`src/rtl/arb_client.sv`:
```
// Master-side agent for the shared-resource arbiter: takes one command at a time,
// drives req/pri for its slot, counts granted beats and aborts on a grant-wait timeout.
module arb_client #(
  parameter int MAX_BEATS = 16,
  parameter int TIMEOUT   = 8,
  parameter int LEN_W     = $clog2(MAX_BEATS + 1)
) (
  input  logic             clk,
  input  logic             rst,
  input  logic             cmd_valid,
  output logic             cmd_ready,
  input  logic [LEN_W-1:0] cmd_len,
  input  logic             cmd_urgent,
  output logic             req,
  output logic             pri,
  input  logic             grant,
  output logic             beat,
  output logic             done,
  output logic             timeout,
  output logic             busy
);

  localparam int WAIT_W = (TIMEOUT > 1) ? $clog2(TIMEOUT) : 1;
  // With the timeout disabled the wait counter simply parks at all-ones.
  localparam logic [WAIT_W-1:0] WAIT_MAX = (TIMEOUT == 0) ? {WAIT_W{1'b1}} : WAIT_W'(TIMEOUT - 1);
  localparam logic [LEN_W-1:0]  MAX_LEN  = LEN_W'(MAX_BEATS);
  localparam logic [LEN_W-1:0]  ONE      = LEN_W'(1);

  typedef enum logic [1:0] {IDLE, REQ, OWN, RELEASE} state_t;

  state_t            state_reg, state_next;
  logic [LEN_W-1:0]  remaining_reg, remaining_next;
  logic [WAIT_W-1:0] wait_reg, wait_next;
  logic              urgent_reg, urgent_next;
  logic [LEN_W-1:0]  len_eff;
  logic              wait_hit;

  always_comb begin
    len_eff = cmd_len;
    if (cmd_len == '0)
      len_eff = ONE;
    else if (cmd_len > MAX_LEN)
      len_eff = MAX_LEN;
  end

  assign wait_hit  = (TIMEOUT != 0) && (wait_reg == WAIT_MAX);

  assign cmd_ready = (state_reg == IDLE);
  assign busy      = (state_reg != IDLE);
  assign req       = (state_reg == REQ) || (state_reg == OWN);
  assign pri       = req && urgent_reg;
  assign beat      = req && grant;
  assign done      = beat && (remaining_reg == ONE);
  // A grant in the deadline cycle wins over the abort.
  assign timeout   = (state_reg == REQ) && !grant && wait_hit;

  always_ff @(posedge clk or negedge rst) begin
    if (!rst) begin
      state_reg     <= IDLE;
      remaining_reg <= '0;
      wait_reg      <= '0;
      urgent_reg    <= 1'b0;
    end else begin
      state_reg     <= state_next;
      remaining_reg <= remaining_next;
      wait_reg      <= wait_next;
      urgent_reg    <= urgent_next;
    end
  end

  always_comb begin
    state_next     = state_reg;
    remaining_next = remaining_reg;
    wait_next      = wait_reg;
    urgent_next    = urgent_reg;
    unique case (state_reg)
      IDLE: begin
        if (cmd_valid) begin
          state_next     = REQ;
          remaining_next = len_eff;
          urgent_next    = cmd_urgent;
          wait_next      = '0;
        end
      end
      REQ: begin
        if (grant) begin
          if (remaining_reg == ONE) begin
            state_next = RELEASE;
          end else begin
            remaining_next = remaining_reg - ONE;
            state_next     = OWN;
          end
        end else if (wait_hit) begin
          state_next = IDLE;
        end else if (wait_reg != WAIT_MAX) begin
          wait_next = wait_reg + 1'b1;
        end
      end
      OWN: begin
        if (grant) begin
          if (remaining_reg == ONE)
            state_next = RELEASE;
          else
            remaining_next = remaining_reg - ONE;
        end else begin
          // Preempted: go back to requesting with a fresh wait budget.
          state_next = REQ;
          wait_next  = '0;
        end
      end
      RELEASE: state_next = IDLE;
      default: state_next = IDLE;
    endcase
  end

endmodule

```
`config.mk`:
```
export PLATFORM = sky130hd
export DESIGN_NAME = arb_client
export DESIGN_NICKNAME = d
export VERILOG_FILES = /design/src/rtl/arb_client.sv
export SDC_FILE = /design/constraint.sdc
export NUM_CORES = 1
export LEC_CHECK = 0
export ABC_AREA = 1
export BUFFER_PORTS_ARGS = -buffer_cell sky130_fd_sc_hd__clkbuf_2
export CORE_MARGIN = 8
export CORE_UTILIZATION = 57
export DETAILED_ROUTE_END_ITERATION = 7
export PLACE_DENSITY = 0.82
export SYNTH_ARGS = -nofsm -noshare
export SYNTH_HDL_FRONTEND = slang
export SYNTH_SLANG_ARGS = --single-unit
```
`constraint.sdc`:
```
create_clock -name clk -period 2.2 [get_ports clk]
set_input_delay 0.22 -clock clk [delete_from_list [all_inputs] [get_ports clk]]
set_output_delay 0.22 -clock clk [all_outputs]
set_load 0.005 [all_outputs]
```
==> impl_results.md, run 1 <==
* Overall routed net length at around 1.8 mm
* Worst ir drop on vdd at 0.778 mV
* IO buf count at 16
* Final min period at ~1900 ps
* Initial Util at between 50% and 60%
* Post-synthesis sequential area ratio at between 30 and 40%
* Leak Pwr at roughly 0.58 nW
* Total number of yosys warnings at 0
* Net count of the finished layout at 160
* Worst path cell trace: inv_1 -> ha_1 -> nand2_1 -> nor2_1 -> clkbuf_2
* Critical-path top delay cell: sky130_fd_sc_hd__ha_1
* Final count of pins violating max slew at 0
* Initial antenna violation count at 0
* Clock transition time at the flip-flop clock pins of the worst setup and hold paths at 70 ps
* Clock latency of the later-clocked register in the worst-skew pair at 260 ps
* Drt first pass iters at 4
* Die Ht at around 54 um
* Maximum single-stage delay on the critical path at between 500 and 600 ps
* Setup skew after layout at around 1.6 ps
* Maximum capacitance violations at 0
* First-iteration detailed-routing DRC count at 19
* I/O pins at 17
* Pin count of the biggest net entering global routing at 12
* Max FFs per register at 5
* Sum of net half-perimeters after detailed placement at roughly 1.5 mm
* Die outline area at approximately 2900 um^2
* Synth-to-layout area growth at 15.0%
* Clock tree from TritonCTS: yes
* Gate family responsible for the most delay along the worst path: adder cells
* Wire length of the first global-routing pass at around 3.1 mm
* Setup repair after global routing missed its margin: false
* Endpoint required time on the critical path at a little under 2000 ps
* Maximum clock rate at approximately 530 MHz
* Worst setup SP type: register
* X dimension of the die at about 54 um
* Data arrival at the endpoint of the critical path at 1670 ps
* Via count at between 800 and 900
* Count of fill cells added during filler insertion at ~140
* Total global-route track usage at roughly 14%
* Status: completed
* Class of the most critical setup path: reg2out
* Setup Total Neg Slack at 0 ps
* Average cell area after synthesis at between 6 and 7 um^2
* Via count of the first global-routing pass at approximately 770
* Cell area power density at 1500 nW/um^2
* Clock buffer count from CTS at 3
* Average wire per cell in the routed design at 11.5 um
* Clock sink count at 11
* Path category of the worst min-delay check: in2reg
* WP buf/inv at 2
* Synthesized net count at 139
* Non-Filler Instances at 157
* Longest Clk Path Bufs at 2
* Mapped cell area at 836 um^2
* Number of distinct library cells after synthesis at 19
* Slew at the pin closest to its max-slew limit at approximately 400 ps
* H-tree depth at 1
* Core Region at ~1400 um^2
* Crit. End Element: primary output
* Synth Instances at around 120
* Antenna Nets Post-Route at 0
* Clock root buffer master: sky130_fd_sc_hd__clkbuf_4
* Layout cells sized above 1 at ~18%
* Post-cts repair resize count at 0
* Placer Congestion at between 0.9 and 1
* Relative max-transition margin at approximately three quarters
* Crit path max fanout at 11
* Final-report hold violation count at 0
* Final period util at a little under nine tenths
* Synth Register Bits at 11
* Post-route DRC violation count at 0
* GRT Residual Overflow at 0
* Via count normalized by instance count at 5.10
* Post-placement cell count at roughly 150
* Std cell rows at 14
* Final setup violation count at 0
* Number of antenna repair diodes at 0
## power by group
| group | total, W | internal, W | switching [W] |
|---|---|---|---|
| clock | 0.000133 | 0.0000701 | 0.0000630 |
| combinational | 0.000925 | 0.000353 | 0.000571 |
| sequential | 0.000383 | 0.000297 | 0.0000867 |
## cell families after synthesis
logic type / synth area share, %
AND/OR/NAND/NOR: 36.1
buffers and inverters: 10.6
adder cells (fa/ha/maj): 12.0
multiplexers: 1.35
AO/OA/AOI/OAI: 7.04
flip-flops: 32.9
## path summary, 6_finish.rpt
path                                               start                           end  slack, ps  cells after the start
worst min register to register    urgent_reg$_DFFE_PN0P_        urgent_reg$_DFFE_PN0P_        510                      1
worst max-delay path            state_reg[0]$_DFFE_PN0P_                          done        310                      5
worst max register to register  state_reg[0]$_DFFE_PN0P_  remaining_reg[3]$_DFFE_PN0P_        480                      8
max in group asynchronous                            rst  remaining_reg[3]$_DFFE_PN0P_       1630                      2
worst min-delay path                          cmd_urgent        urgent_reg$_DFFE_PN0P_        190                      2
min in group asynchronous                            rst        urgent_reg$_DFFE_PN0P_        350                      2
## cell usage after synthesis
library cell	number	share of area (%)
sky130_fd_sc_hd__nor2_2	1	0.75
sky130_fd_sc_hd__mux2_2	1	1.3
sky130_fd_sc_hd__nand3b_1	2	1.8
sky130_fd_sc_hd__a21oi_1	3	1.8
sky130_fd_sc_hd__o21ai_1	1	0.60
sky130_fd_sc_hd__nand3_4	1	2.1
sky130_fd_sc_hd__inv_1	18	8.1
sky130_fd_sc_hd__or2_4	1	1.0
sky130_fd_sc_hd__o21ai_0	6	3.6
sky130_fd_sc_hd__nand3_1	10	6.0
sky130_fd_sc_hd__nor3_1	1	0.60
sky130_fd_sc_hd__buf_6	1	1.3
sky130_fd_sc_hd__ha_1	8	12
sky130_fd_sc_hd__inv_2	1	0.45
sky130_fd_sc_hd__nand2_1	44	20
sky130_fd_sc_hd__dfrtp_1	11	33
sky130_fd_sc_hd__o21ai_2	1	1.0
sky130_fd_sc_hd__nor2_1	9	4.0
sky130_fd_sc_hd__inv_4	1	0.75
## area by class of cell
class / count / area (um^2) / share of cell area, %
Multi-Input combinational cell: 89 / 472 / 49.1
Sequential cell: 11 / 275 / 28.6
Timing Repair Buffer: 17 / 90.1 / 9.37
Inverter: 20 / 77.6 / 8.07
Clock buffer: 4 / 26.3 / 2.73
Tap cell: 16 / 20.0 / 2.08
## layer usage
layer | vias to the layer above | global-route usage (%) | part of all wire [%]
met1 | 362 | 15.0 | 42
met4 | 0 | 3.69 | 0.39
met3 | 2 | 4.89 | 5.7
met2 | 20 | 25.6 | 52
met5 | - | 0 | 0
li1 | 417 | - | -
## placed cells by master (no fill, tap or decap), drive strengths merged
cell          n
mux2          1
a21oi         3
dfrtp        11
nor3          1
clkbuf       20
or2           1
o21ai         8
ha            8
nand2        44
dlygate4sd3   1
nand3        11
nand3b        2
inv          20
nor2         10
## repair_timing
item	4_1_cts	5_1_grt
setup buffers	0	0
endpoints found under the hold margin	11	0
hold buffers	1	0
## stage by stage
stage               instance area [um^2]  setup slack (ps)  total power (W)  utilization, %  hold WS (ps)
CTS                                  961               309          0.00145            66.9           188
finish                               961               307          0.00144            66.9           193
global placement                     925               562          0.00128            64.4           107
floorplan                            836               685          0.00110               -         -75.6
detailed placement                   925               493          0.00132            64.4           110
global route                         961               211          0.00160            66.9           175
Note: power is estimated with default switching activity, not from simulation.
==> run 2: changes to the inputs <==
- CORE_UTILIZATION: 57 -> 30
- PLACE_DENSITY: 0.82 -> unset
==> run 2 against run 1 <==
First-iteration DRC count increased by 110%; hold slack got worse by 5.5 ps; non-clock buffer count unchanged; largest power group unchanged; die area increased by 61%; critical path type unchanged; flip-flop and latch count unchanged; sequential power about the same.
==> impl_results.md, run 2 (same netlist as run 1, synthesis figures left out) <==
* Final Util at 36.1%
* Count of fill cells added during filler insertion at 299
* Die Ht at 68.8 um
* Endpoint required time on the critical path at 1980 ps
* Final-report hold violation count at 0
* Longest Clk Path Bufs at 2
* Leak Pwr at 0.583 nW
* Std cell rows at 19
* Overall routed net length at around 1.9 mm
* Setup slack of the critical path after layout at between 300 and 400 ps
* Layout cells sized above 1 at a little under a fifth
* Initial antenna violation count at 0
* Clock tree from TritonCTS: yes
* Area of combinational cells with multiple inputs at ~470 um^2
* Setup Total Neg Slack at 0 ps
* Start of the worst register-to-register path: state_reg[0]$_DFFE_PN0P_
* Synth-to-layout area growth at 17.2%
* Non-Filler Instances at 172
* Crit. End Element: primary output
* Clock buffer count from CTS at 3
* Worst setup SP type: register
* Net count of the finished layout at 160
* Placer Congestion at around 0.80
* Class of the most critical setup path: reg2out
* Setup repair after global routing missed its margin: false
* Critical-path top delay cell: sky130_fd_sc_hd__ha_1
* Number of antenna repair diodes at 0
* Area of all sequential standard cells at between 200 and 300 um^2
* Final setup violation count at 0
* Worst ir drop on vdd at just under 0.8 mV
* X dimension of the die at just under 70 um
* Relative max-transition margin at between 70% and 80%
* Antenna Nets Post-Route at 0
* Crit path max fanout at 11
* Maximum clock rate at around 530 MHz
* Most common cell after layout, fill and taps aside: sky130_fd_sc_hd__nand2_1
* Initial Util at a little under a third
* Core Region at between 2000 and 3000 um^2
* Setup skew after layout at ~6.0 ps
* Worst Setup EP: done
* Via count normalized by instance count at 4.49
* H-tree depth at 1
* Post-CTS setup buffer count at 0
* Max FFs per register at 5
* Data arrival at the endpoint of the critical path at 1650 ps
* Hold path start: cmd_urgent
* Slew at the pin closest to its max-slew limit at approximately 370 ps
* Via count at 772
* I/O pins at 17
* Flop-to-flop setup slack at between 400 and 500 ps
* GRT Residual Overflow at 0
* Path category of the worst min-delay check: in2reg
* Clock transition time at the flip-flop clock pins of the worst setup and hold paths at 70 ps
* Wire length of the first global-routing pass at around 3.1 mm
* Commonest cells after routing, fill and taps aside: sky130_fd_sc_hd__nand2_1, sky130_fd_sc_hd__inv_1, sky130_fd_sc_hd__clkbuf_2
* Drt first pass iters at 4
* Final count of pins violating max slew at 0
* Launching element of the worst setup path: state_reg[0]$_DFFE_PN0P_
* Clock sink count at 11
* Post-placement cell count at between 150 and 200
* Reg-to-reg critical path endpoint: remaining_reg[4]$_DFFE_PN0P_
* Total global-route track usage at between 8 and 9%
* Maximum single-stage delay on the critical path at between 500 and 600 ps
* Post-Place Worst Slack at 508 ps
* Cell area power density at between 1000 and 1500 nW/um^2
* Final period util at 85.0%
* Post-route DRC violation count at 0
* Average wire per cell in the routed design at roughly 11 um
* Clock latency of the later-clocked register in the worst-skew pair at 270 ps
* Final min period at around 1900 ps
* Pin count of the biggest net entering global routing at 12
* Sum of net half-perimeters after detailed placement at 1.61 mm
* Clock root buffer master: sky130_fd_sc_hd__clkbuf_4
* Worst path cell trace: inv_1 -> ha_1 -> nand2_1 -> nor2_1 -> clkbuf_2
* Number of cells traversed by the worst register-to-register path at 8
* Via count of the first global-routing pass at roughly 750
* First-iteration detailed-routing DRC count at 40
* Status: completed
* IO buf count at 16
* Die outline area at about 4700 um^2
* Maximum capacitance violations at 0
## run 2: cell counts in the layout (fill, tap and decap cells not counted)
No cell type changed its count.
## run 2: critical path, delay by kind of cell, from the launching register on
kind,cells,cell delay [ps]
fa+ha+maj,1,510
flops,1,420
simple gates,2,240
buf+inv,2,200
## run 2: final cells by class
cell class                 instances  area share (%)
sequential                        11            28.1
inverter                          20            7.92
tap                               31            3.96
multi-input combinational         89            48.1
clock buffer                       4            2.68
timing repair buffer              17            9.20
## run 2: through the flow
| stage | hold WS [ps] | instance area (um^2) | total power (W) |
|---|---|---|---|
| floorplan | -75.6 | 836 | 0.00110 |
| global placement | 107 | 943 | 0.00130 |
| detailed placement | 118 | 943 | 0.00132 |
| CTS | 181 | 980 | 0.00146 |
| global route | 187 | 980 | 0.00161 |
| finish | 188 | 980 | 0.00144 |
## run 2: power by group
part / switching, W / leakage (nW) / internal [W]
registers: 0.0000855 / 0.141 / 0.000296
logic: 0.000567 / 0.427 / 0.000353
clock network: 0.0000699 / 0.0150 / 0.0000702
total: 0.000722 / 0.583 / 0.000720
## run 2: worst min-delay path by stage
stage	endpoint	slack, ps	cells past startpoint
after floorplan	remaining_reg[0]$_DFFE_PN0P_	-80	0
after global placement	remaining_reg[3]$_DFFE_PN0P_	110	1
after detailed placement	remaining_reg[3]$_DFFE_PN0P_	120	1
after CTS	urgent_reg$_DFFE_PN0P_	180	2
after global routing	urgent_reg$_DFFE_PN0P_	190	2
final	urgent_reg$_DFFE_PN0P_	190	2
## run 2: layer usage
metal  vias to the layer above  GRT usage [%]  routed length (um)
met5                         -              0                   0
met4                         0           3.01                  10
met3                         2           3.39                 137
met2                        15           14.8                 887
met1                       342           9.85                 862
li1                        413              -                   -
## run 2: what timing repair did
| item | CTS | global route |
|---|---|---|
| hold buffers | 1 | 0 |
| endpoints found under the hold margin | 11 | 0 |
| gates resized for setup | 0 | 0 |
==> run 3: changes to the inputs <==
- clock period: 2.2 -> 1.6 ns (I/O delays scaled with it)
==> run 3 against run 2 <==
Global-route usage is 0.92 points higher; setup slack worse by 260 ps; routed wire length is 5.8% higher; register-to-register slack worse by 400 ps.
==> impl_results.md, run 3 (same netlist as run 1, synthesis figures left out) <==
* Setup skew after layout at between 2 and 2.5 ps
* Class of the most critical setup path: reg2out
* Commonest cells after routing, fill and taps aside: sky130_fd_sc_hd__nand2_1, sky130_fd_sc_hd__clkbuf_2, sky130_fd_sc_hd__inv_1
* GRT Residual Overflow at 0
* IO buf count at 16
* Maximum clock rate at around 650 MHz
* Critical-path top delay cell: sky130_fd_sc_hd__dfrtp_1
* Crit path max fanout at 7
* Final-report hold violation count at 0
* Final period util at approximately 96%
* Initial antenna violation count at 0
* Post-Place Worst Slack at about 95 ps
* Clock buffer count from CTS at 3
* Non-Filler Instances at between 150 and 200
* Layout cells sized above 1 at between 20% and 30%
* Pin count of the biggest net entering global routing at 12
* Clock sink count at 11
* Cell area power density at approximately 2100 nW/um^2
* Net count of the finished layout at 167
* Std cell rows at 19
* Setup repair after global routing missed its margin: true
* X dimension of the die at between 60 and 70 um
* Die Ht at between 60 and 70 um
* Path category of the worst min-delay check: in2reg
* Initial Util at 30.8%
* Relative max-transition margin at between 70% and 80%
* Placer Congestion at a little over 0.8
* Antenna Nets Post-Route at 0
* Die outline area at between 4000 and 5000 um^2
* Wire length of the first global-routing pass at between 3 and 4 mm
* Sum of net half-perimeters after detailed placement at 1.63 mm
* Via count at between 800 and 900
* Crit. End Element: primary output
* First-iteration detailed-routing DRC count at between 40 and 50
* Leak Pwr at ~0.62 nW
* Data arrival at the endpoint of the critical path at between 1000 and 1500 ps
* WP buf/inv at 3
* Total global-route track usage at slightly below 10%
* Average wire per cell in the routed design at 11.2 um
* Post-placement cell count at between 150 and 200
* Area of all sequential standard cells at 275 um^2
* Final min period at between 1500 and 2000 ps
* Via count normalized by instance count at about 4.7
* Status: completed
* Final setup violation count at 0
* Via count of the first global-routing pass at roughly 830
* Clock latency of the later-clocked register in the worst-skew pair at roughly 270 ps
* Setup Total Neg Slack at 0 ps
* I/O pins at 17
* Longest Clk Path Bufs at 2
* Worst setup SP type: register
* Number of antenna repair diodes at 0
* Maximum capacitance violations at 0
* Gate family responsible for the most delay along the worst path: flip-flops
* Overall routed net length at about 2 mm
* Slew at the pin closest to its max-slew limit at roughly 300 ps
* Endpoint required time on the critical path at roughly 1400 ps
* Maximum single-stage delay on the critical path at 360 ps
* H-tree depth at 1
* Worst path cell trace: inv_2 -> ha_4 -> buf_4 -> nand2_1 -> nor2_1 -> clkbuf_2
* Worst ir drop on vdd at approximately 1.2 mV
* Drt first pass iters at 4
* Clock tree from TritonCTS: yes
* Area of combinational cells with multiple inputs at a little under 500 um^2
* Core Region at 2710 um^2
* Clock transition time at the flip-flop clock pins of the worst setup and hold paths at 70 ps
* Synth-to-layout area growth at 25.9%
* Clock root buffer master: sky130_fd_sc_hd__clkbuf_4
* Setup slack of the critical path after layout at around 67 ps
* Count of fill cells added during filler insertion at 298
* Most common cell after layout, fill and taps aside: sky130_fd_sc_hd__nand2_1
* Post-route DRC violation count at 0
* Max FFs per register at 5
* Final Util at between 30% and 40%
* Final count of pins violating max slew at 0
[run 3: cell count changes in the layout (fill, tap and decap cells not counted)]
cell and change:
sky130_fd_sc_hd__buf_4 +7, sky130_fd_sc_hd__inv_1 -3, sky130_fd_sc_hd__inv_2 +3, sky130_fd_sc_hd__ha_1 -2, sky130_fd_sc_hd__nor2_1 -2, sky130_fd_sc_hd__nor2_2 +2, sky130_fd_sc_hd__ha_2 +1, sky130_fd_sc_hd__ha_4 +1
[run 3: power breakdown]
part           leakage (nW)  switching, W  internal [W]  total [W]
registers             0.141     0.0000994      0.000408   0.000507
clock network        0.0150     0.0000945     0.0000965   0.000191
logic                 0.460      0.000870      0.000678    0.00155
total                 0.616       0.00106       0.00118    0.00225
[run 3: layout make-up]
cell class                 instances  area share [%]
timing repair buffer              24            13.6
inverter                          20            7.37
multi-input combinational         89            46.7
clock buffer                       4            2.50
tap                               31            3.69
sequential                        11            26.2
[run 3: path summary, 6_finish.rpt]
| check | startpoint | end | slack (ps) | cells past startpoint |
|---|---|---|---|---|
| max in group asynchronous | rst | state_reg[0]$_DFFE_PN0P_ | 1060 | 2 |
| min | cmd_urgent | urgent_reg$_DFFE_PN0P_ | 130 | 2 |
| min reg2reg | urgent_reg$_DFFE_PN0P_ | urgent_reg$_DFFE_PN0P_ | 510 | 1 |
| max reg2reg | state_reg[1]$_DFFE_PN0P_ | remaining_reg[1]$_DFFE_PN0P_ | 90 | 9 |
| min in group asynchronous | rst | remaining_reg[0]$_DFFE_PN0P_ | 310 | 2 |
| max | state_reg[1]$_DFFE_PN0P_ | done | 70 | 6 |
[run 3: worst register-to-register path: stages (launching register included)]
cell and delay (ps):
sky130_fd_sc_hd__dfrtp_1 360, sky130_fd_sc_hd__inv_2 70, sky130_fd_sc_hd__ha_4 260, sky130_fd_sc_hd__buf_4 130, sky130_fd_sc_hd__inv_4 40, sky130_fd_sc_hd__o21ai_2 140
sky130_fd_sc_hd__nand3_4 130, sky130_fd_sc_hd__buf_4 160, sky130_fd_sc_hd__nand2_1 50, sky130_fd_sc_hd__o21ai_1 60
[run 3: per-layer routing]
metal | vias to the layer above | routed length [um] | global-route usage, %
met5 | - | 0 | 0
met4 | 0 | 29 | 4.51
met3 | 4 | 124 | 2.91
met2 | 17 | 922 | 16.4
met1 | 384 | 932 | 10.9
li1 | 431 | - | -
[run 3: per-stage QoR]
stage	area, um^2	hold slack [ps]	total power (W)
final	1050	125	0.00225
after global routing	1050	134	0.00252
after CTS	1020	121	0.00217
after detailed placement	966	62.2	0.00188
after global placement	966	59.7	0.00184
after floorplan	836	-136	0.00151
[run 3: repair_timing]
action                                 4_1_cts  5_1_grt
buffers inserted                             1        3
hold buffers                                 1        0
cloned                                       0        0
setup endpoints to repair                    2        8
pin swaps                                    1        0
resized for setup                            3        5
endpoints found under the hold margin       11        0
